## src/rtl/ser_rx_if.sv

```systemverilog
// Output word handshake between the serial receiver and its consumer.
interface ser_rx_if #(
   parameter int unsigned SIZE = 8
);
   logic [SIZE-1:0] DataOut;
   logic            Valid;
   logic            Ready;

   modport master (output DataOut, output Valid, input Ready);
   modport slave  (input DataOut, input Valid, output Ready);
endinterface

```

## src/rtl/ser_rx.sv

```systemverilog
// MSB-first serial-to-parallel receiver with a one-word holding register,
// sticky overrun (dropped word) and frame error (restart mid-word) flags.
module ser_rx #(
   parameter int unsigned SIZE = 8
) (
   input  logic                     Clk,
   input  logic                     Rst_n,
   input  logic                     Clr,
   input  logic                     BitEn,
   input  logic                     SerIn,
   input  logic                     Sof,
   ser_rx_if.master                 bus,
   output logic [$clog2(SIZE)-1:0]  BitCnt,
   output logic                     Overrun,
   output logic                     FrameErr
);

   localparam int unsigned CW = $clog2(SIZE);
   localparam int unsigned SW = SIZE - 1;

   logic [SW-1:0]   sh_q, sh_d;
   logic [CW-1:0]   cnt_q, cnt_d;
   logic [SIZE-1:0] data_q, data_d;
   logic            valid_q, valid_d;
   logic            ovr_q, ovr_d;
   logic            ferr_q, ferr_d;

   logic [CW-1:0]   eff_cnt;
   logic [SIZE-1:0] word;
   logic            complete;

   // A Sof cycle restarts the count so the current bit becomes the MSB.
   always_comb begin
      sh_d     = sh_q;
      cnt_d    = cnt_q;
      data_d   = data_q;
      valid_d  = valid_q;
      ovr_d    = ovr_q;
      ferr_d   = ferr_q;
      eff_cnt  = Sof ? '0 : cnt_q;
      word     = {sh_q, SerIn};
      complete = BitEn && (eff_cnt == CW'(SIZE - 1));

      if (Clr) begin
         sh_d    = '0;
         cnt_d   = '0;
         data_d  = '0;
         valid_d = 1'b0;
         ovr_d   = 1'b0;
         ferr_d  = 1'b0;
      end else begin
         if (Sof && (cnt_q != '0)) begin
            ferr_d = 1'b1;
         end

         if (BitEn) begin
            sh_d  = SW'({sh_q, SerIn});
            cnt_d = complete ? '0 : eff_cnt + CW'(1);
         end else if (Sof) begin
            cnt_d = '0;
         end

         // A completed word is accepted if the holding register is free or draining now.
         if (complete) begin
            if (!valid_q || bus.Ready) begin
               data_d  = word;
               valid_d = 1'b1;
            end else begin
               ovr_d = 1'b1;
            end
         end else if (valid_q && bus.Ready) begin
            valid_d = 1'b0;
         end
      end
   end

   always_ff @(posedge Clk or negedge Rst_n) begin
      if (!Rst_n) begin
         sh_q    <= '0;
         cnt_q   <= '0;
         data_q  <= '0;
         valid_q <= 1'b0;
         ovr_q   <= 1'b0;
         ferr_q  <= 1'b0;
      end else begin
         sh_q    <= sh_d;
         cnt_q   <= cnt_d;
         data_q  <= data_d;
         valid_q <= valid_d;
         ovr_q   <= ovr_d;
         ferr_q  <= ferr_d;
      end
   end

   assign bus.DataOut = data_q;
   assign bus.Valid   = valid_q;
   assign BitCnt      = cnt_q;
   assign Overrun     = ovr_q;
   assign FrameErr    = ferr_q;

endmodule

```

## src/flat_wrapper.sv

```systemverilog
// flat-port wrapper written by rule: the top's interface ports become plain ports
module ser_rx_flat 
#(
   parameter int unsigned SIZE = 8
)
  (Clk, Rst_n, Clr, BitEn, SerIn, Sof, BitCnt, Overrun, FrameErr, bus_DataOut, bus_Valid, bus_Ready);
  ser_rx_if #(.SIZE(SIZE)) bus_i ();
  input  logic Clk;
  input  logic Rst_n;
  input  logic Clr;
  input  logic BitEn;
  input  logic SerIn;
  input  logic Sof;
  output logic [$clog2(SIZE)-1:0] BitCnt;
  output logic Overrun;
  output logic FrameErr;
  output wire logic [$bits(bus_i.DataOut)-1:0] bus_DataOut;
  output wire logic [$bits(bus_i.Valid)-1:0] bus_Valid;
  input wire logic [$bits(bus_i.Ready)-1:0] bus_Ready;
  assign bus_DataOut = bus_i.DataOut;
  assign bus_Valid = bus_i.Valid;
  assign bus_i.Ready = bus_Ready;
  ser_rx #(.SIZE(SIZE)) u_core (.Clk(Clk), .Rst_n(Rst_n), .Clr(Clr), .BitEn(BitEn), .SerIn(SerIn), .Sof(Sof), .bus(bus_i), .BitCnt(BitCnt), .Overrun(Overrun), .FrameErr(FrameErr));
endmodule
```

## config.mk

```make
export PLATFORM = sky130hd
export DESIGN_NAME = ser_rx_flat
export DESIGN_NICKNAME = d
export VERILOG_FILES = /design/src/rtl/ser_rx_if.sv /design/src/rtl/ser_rx.sv /design/src/flat_wrapper.sv
export SDC_FILE = /design/constraint.sdc
export NUM_CORES = 1
export LEC_CHECK = 0
export ABC_AREA = 1
export CAP_MARGIN = 30
export CORE_ASPECT_RATIO = 0.8
export CORE_MARGIN = 4
export CORE_UTILIZATION = 25
export DETAILED_ROUTE_END_ITERATION = 8
export PLACE_DENSITY = 0.44
export SLEW_MARGIN = 20
export SYNTH_ARGS = -nofsm -noshare
export SYNTH_HDL_FRONTEND = slang
export SYNTH_SLANG_ARGS = --single-unit
```

## constraint.sdc

```tcl
create_clock -name Clk -period 1.2 [get_ports Clk]
set_input_delay 0.18 -clock Clk [delete_from_list [all_inputs] [get_ports Clk]]
set_output_delay 0.18 -clock Clk [all_outputs]
set_load 0.02 [all_outputs]
```

Word-level counts from Yosys, hierarchy flattened
Index checks and enable logic that the tools add are counted.

Register bits after elaboration: 21. Bits of input ports: 7. Logic and storage cells: 42.

Add/subtract/negate cells: 1. Eq/ne operators: 3. Multiplexer cells: 18. Reductions and logical operators: 14.

Operators with widths (number): 8-bit 2-to-1 mux (3); 7-bit 2-to-1 mux (2); 3-bit 2-to-1 mux (4); 1-bit 2-to-1 mux (9); 2-bit nonzero test (4); 2-bit AND reduction (3); 3-bit nonzero test (2); 3-bit by 1-bit adder with 3-bit output (second input constant) (1); 3-bit == test (second input constant) (1); 1-bit logical AND (3); 3-bit != test (second input constant) (1); 2-bit != test (second input constant) (1); 1-bit zero test (1); 1-bit logical OR (1).

Longest topological paths before layout
Depth after elaboration: 6. Depth in mapped cells: 11.

Worst setup path before layout
No wires, ideal clock.

Path kind: flip-flop to flip-flop. Start: register u_core.cnt_q[0], in the netlist u_core.BitCnt[0]. End: register u_core.data_q[1], in the netlist u_core.bus.DataOut[1]. Arrival: 1.363 ns. Data required time: 1.083 ns. Slack: -0.279 ns. Stages on the path, launching flop included: 11. Buffers on the path: 0. Cell sequence: dfrtp_1 nand2_1 inv_1 ha_1 ha_1 nand2_4 inv_4 nand2_4 nand2_4 nand2_1 nand2_1.

Cells in the longest elaborated chain, start to end: 5.

Ends and longest elaborated chain: from (decl) (line ser_rx.sv:22) `logic [CW-1:0] cnt_q, cnt_d;`; from (signal assigned) (line ser_rx.sv:87) `cnt_q <= cnt_d;`; 3-bit 2-to-1 mux; 3-bit == test (line ser_rx.sv:42) `complete = BitEn && (eff_cnt == CW'(SIZE - 1));`; 1-bit logical AND (line ser_rx.sv:42); 2-bit nonzero test (no line); 2-bit AND reduction (no line); to (signal assigned) (line ser_rx.sv:88) `data_q <= data_d;`; to (decl) (line ser_rx.sv:23) `logic [SIZE-1:0] data_q, data_d;`.

Every way passes these cells. A chain may end at the register's enable or synchronous reset.

Worst setup path in the final report
Start: register u_core.cnt_q[1], in the netlist u_core.BitCnt[1]. End: register u_core.data_q[1], in the netlist u_core.bus.DataOut[1].

The elaborated chain is that of the path after synthesis.

==> results.md <==
| Stage | Metric | This run |
|:---|:---|:---|
| status | Run status | complete, but fails checks |
| status | Failing checks | negative setup slack |
| worst setup path | Logic depth of the worst register-to-register path | 10 |
| grt | Congestion Overflow GR | 0 |
| yosys | Per-instance average area after synthesis | 8.89 um2 |
| die | Number of placed I/O pins | 21 |
| sta | Final worst slack | -0.143 ns |
| die | Initial core utilization | 0.269 |
| worst setup path | Required time worst endpoint | 1.36 ns |
| worst setup path | Cell type of the slowest stage on the worst timing path | dfrtp_2 |
| worst setup path | Critical Path Sink Type | register |
| place | Cell count after placement | 180 |
| cts | Clock transition at the registers of the reported paths | 0.07 ns |
| yosys | Count of cell types in the netlist | 16 |
| run | Max capacitance violation total | 0 |
| die | Total Die Area | 4900 um2 |
| worst setup path | Cells traversed along the worst timing path | nand2_2 -> inv_2 -> ha_4 -> ha_4 -> nand2_4 -> inv_8 -> nand2_8 -> nand2_4 -> nand2_2 -> nand2_2 |
| die | Site Rows | 19 |
| sta | Final clock period utilization by the worst path | 1.12 |
| worst setup path | Top fanout value on the critical path | 5 |
| yosys | Most common flop cell mapped by yosys | dfrtp_1 |
| drt | WL met2 | 945 um |
| yosys | Flip-flop and latch count after synthesis | 21 |
| sta | RSZ-0062 raised after global routing | true |
| layout | Fill cell count | 371 |
| yosys | Warning count from the yosys run | 0 |
| grt | Wire length of the first global-routing pass | 3770 um |
| drt | Wl on met1 | 1060 um |
| die | Standard cell core area | 3570 um2 |
| cts | Clock latency on the worst-skew pair | 0.26 ns |
| cts | Number of buffers inserted for hold repair after clock tree synthesis | 0 |
| drt | Vias per std cell | 4.31 |
| yosys | Top area cells in the synthesized netlist | dfrtp_1 (55%), nand2_1 (9.8%), nand3_1 (6.3%) |
| worst setup path | Capture point of the critical path | u_core.bus.DataOut[1]$_DFFE_PN0P_ |
| sta | Worst slew pin tran | 0.421 ns |
| layout | Proportion of layout cells with a drive suffix above 1 | 0.290 |
| grt | Antenna violations before repair | 0 |
| layout | Layout overhead on the synthesized area | 45.5% |
| drt | ANT nets after route | 0 |
| grt | Number of global-route vias before repair | 796 |
| drt | Wire length on met3 | 97 um |
| layout | Multi-input combinational cell area | 397 um2 |
| worst setup path | Setup slack of the worst register-to-register path | -0.14 ns |
| worst hold path | Worst hold path class | input pin to async pin |
| die | Horiz. Die Dim | 77.3 um |
| yosys | Ys async rst share | 1.00 |
| layout | Non-Filler Cell Area, Final | 1400 um2 |
| cts | Total CTS buffers | 3 |
| drt | Wire length reported by the detailed router | 2140 um |
| yosys | Part of the Yosys area used for sequential elements | 0.548 |
| drt | Post-route DRC violation count | 0 |
| drt | Vias | 806 |
| power and ir drop | Power per standard cell area | 950 nW/um2 |
| cts | CTS tree | yes |
| yosys | Syn Std Cell Area | 960 um2 |
| place | Worst slack at placement | -0.530 ns |
| sta | Final hold violation count | 0 |
| grt | Pin count of the biggest net entering global routing | 22 |
| layout | Layout Nets | 155 |
| cts | Maximum level of the CTS H-tree | 1 |
| drt | Wire per inst | 11.4 um |
| worst setup path | Worst endpoint data arrival time | 1.50 ns |
| worst setup path | Slowest Stage Delay on Critical Path | 0.41 ns |
| layout | Sequential cell area | 528 um2 |
| place | Half-perimeter wire length after placement | 1670 um |
| sta | Final count of pins violating max slew | 0 |
| worst setup path | Kind of start point of the critical path | register |
| sta | Worst relative slew slack | 0.718 |
| worst setup path | Worst flop-to-flop path endpoint | u_core.bus.DataOut[1]$_DFFE_PN0P_ |
| yosys | Share of Yosys cell area claimed by the top area cell type | 0.548 |
| power and ir drop | Leakage component of the power | 0.000721 uW |
| cts | Buffer type at the clock tree root | clkbuf_8 |
| sta | Worst clock skew | 0.00140 ns |
| yosys | Number of enable flip-flop cells after synthesis | 0 |
| layout | Number of non-filler instances in the completed layout | 187 |
| cts | Clock sinks | 21 |
| drt | Highest metal layer used by the detailed router | met4 |
| place | Weighted congestion reported at the end of routability-driven placement | 0.756 |
| place | Post-DP Area | 1310 um2 |
| yosys | Post-Synthesis Cells | 108 |
| place | Port buffer count | 20 |
| worst setup path | Reg-to-reg critical path startpoint | u_core.BitCnt[1]$_DFF_PN0_ |
| sta | Highest attainable clock frequency | 744 MHz |
| sta | Sum Neg Setup Slack | -1.04 ns |
| yosys | Dominant cell by count in the synthesized netlist | nand2_1 |
| grt | Overall routing resource usage | 0.0989 |
| yosys | Cell type contributing the most total cell area after synthesis | dfrtp_1 |
| yosys | Leading post-synthesis cells by instance count | nand2_1 (25), dfrtp_1 (21), inv_1 (15) |
| die | Height of the die | 63.4 um |
| sta | Minimum clock period | 1.34 ns |
| cts | Maximum clock path buffer count | 2 |
| yosys | Nets in the synthesized netlist | 117 |
| drt | TritonRoute pass-1 iters | 4 |
| power and ir drop | Overall power of the completed layout | 1330 uW |
| drt | Drt initial violations | 36 |
| worst setup path | Critical Path Start | u_core.BitCnt[1]$_DFF_PN0_ |
| sta | Count of final setup violators | 10 |
| layout | Antenna diodes | 0 |
| worst setup path | Type of the worst setup path | register to register |
| worst setup path | Most common cell type on the critical path | nand2_2 |
| power and ir drop | Peak supply drop | 0.000414 V |
[report_power, final]
part           internal, uW  total (uW)  switching (uW)
Sequential              720         725            5.77
Clock                   237         459             223
Combinational          60.4         141            81.0
[layer usage]
layer  vias up  global-route usage
li1        418                   -
met1       368               0.126
met2        15               0.147
met3         5              0.0385
met4         0              0.0467
met5         -                   0
[cells by family after synthesis]
family,after synthesis,synth area share
buffers and inverters,21,0.107
and+or+nand+nor,53,0.259
adders and majority gates,2,0.0261
DFF,21,0.548
AOI/OAI and AO/OA,11,0.0600
[flip-flops by register name, summed over array words and instances, names as in the netlist]
name	flops
u_core.bus.Valid	1
u_core.bus.DataOut	8
u_core.FrameErr	1
u_core.Overrun	1
u_core.BitCnt	3
u_core.sh_q	7
[final cells by class]
| type | instances | share of cell area |
|---|---|---|
| tap | 42 | 0.0376 |
| timing repair buffer | 35 | 0.212 |
| inverter | 18 | 0.0556 |
| sequential | 21 | 0.378 |
| clock buffer | 4 | 0.0323 |
| multi-input combinational | 67 | 0.284 |
[per-stage QoR]
stage / hold WS (ns) / utilization
after CTS: 0.263 / 0.388
after global placement: 0.476 / 0.367
after detailed placement: 0.474 / 0.367
final: 0.256 / 0.392
after global routing: 0.279 / 0.392
after floorplan: -0.116 / -
[timing repair]
item,in CTS,in global routing
pin swaps,6,7
cloned,1,0
endpoints found under the setup margin,26,18
setup buffers,2,0
gates resized for setup,29,8
[placed cells by master, fill, tap and decap left out, types with 3 or more instances in the layout]
| cell | count |
|---|---|
| dfrtp_1 | 19 |
| dlygate4sd2_1 | 8 |
| o21ai_0 | 7 |
| clkdlybuf4s15_1 | 5 |
| inv_1 | 12 |
| clkdlybuf4s50_1 | 5 |
| nand2_1 | 19 |
| nand2_2 | 6 |
| nand4_1 | 4 |
| nand2_4 | 3 |
| clkbuf_8 | 3 |
| inv_2 | 4 |
| nand3_1 | 11 |
| nor2_1 | 8 |
| buf_4 | 14 |
[worst min path at each step]
| stage | startpoint | end | slack, ns | cells after the start |
|---|---|---|---|---|
| after CTS | Rst_n | u_core.FrameErr$_DFFE_PN0P_ | 0.26 | 2 |
| after global routing | Rst_n | u_core.BitCnt[2]$_DFF_PN0_ | 0.28 | 2 |
| after floorplan | Rst_n | u_core.BitCnt[0]$_DFF_PN0_ | -0.12 | 0 |
| after detailed placement | u_core.sh_q[6]$_DFFE_PN0P_ | u_core.sh_q[6]$_DFFE_PN0P_ | 0.47 | 2 |
| final | Rst_n | u_core.BitCnt[1]$_DFF_PN0_ | 0.26 | 2 |
| after global placement | u_core.sh_q[6]$_DFFE_PN0P_ | u_core.sh_q[6]$_DFFE_PN0P_ | 0.48 | 2 |
[worst max-delay path: cells and delay by family, from the launching register on]
kind / cells / cell delay [ns]
adder cells (fa/ha/maj): 2 / 0.31
buffers and inverters: 2 / 0.09
AND/OR/NAND/NOR: 6 / 0.41
flip-flops: 1 / 0.41
No activity file was read; power rests on OpenSTA's default activity.
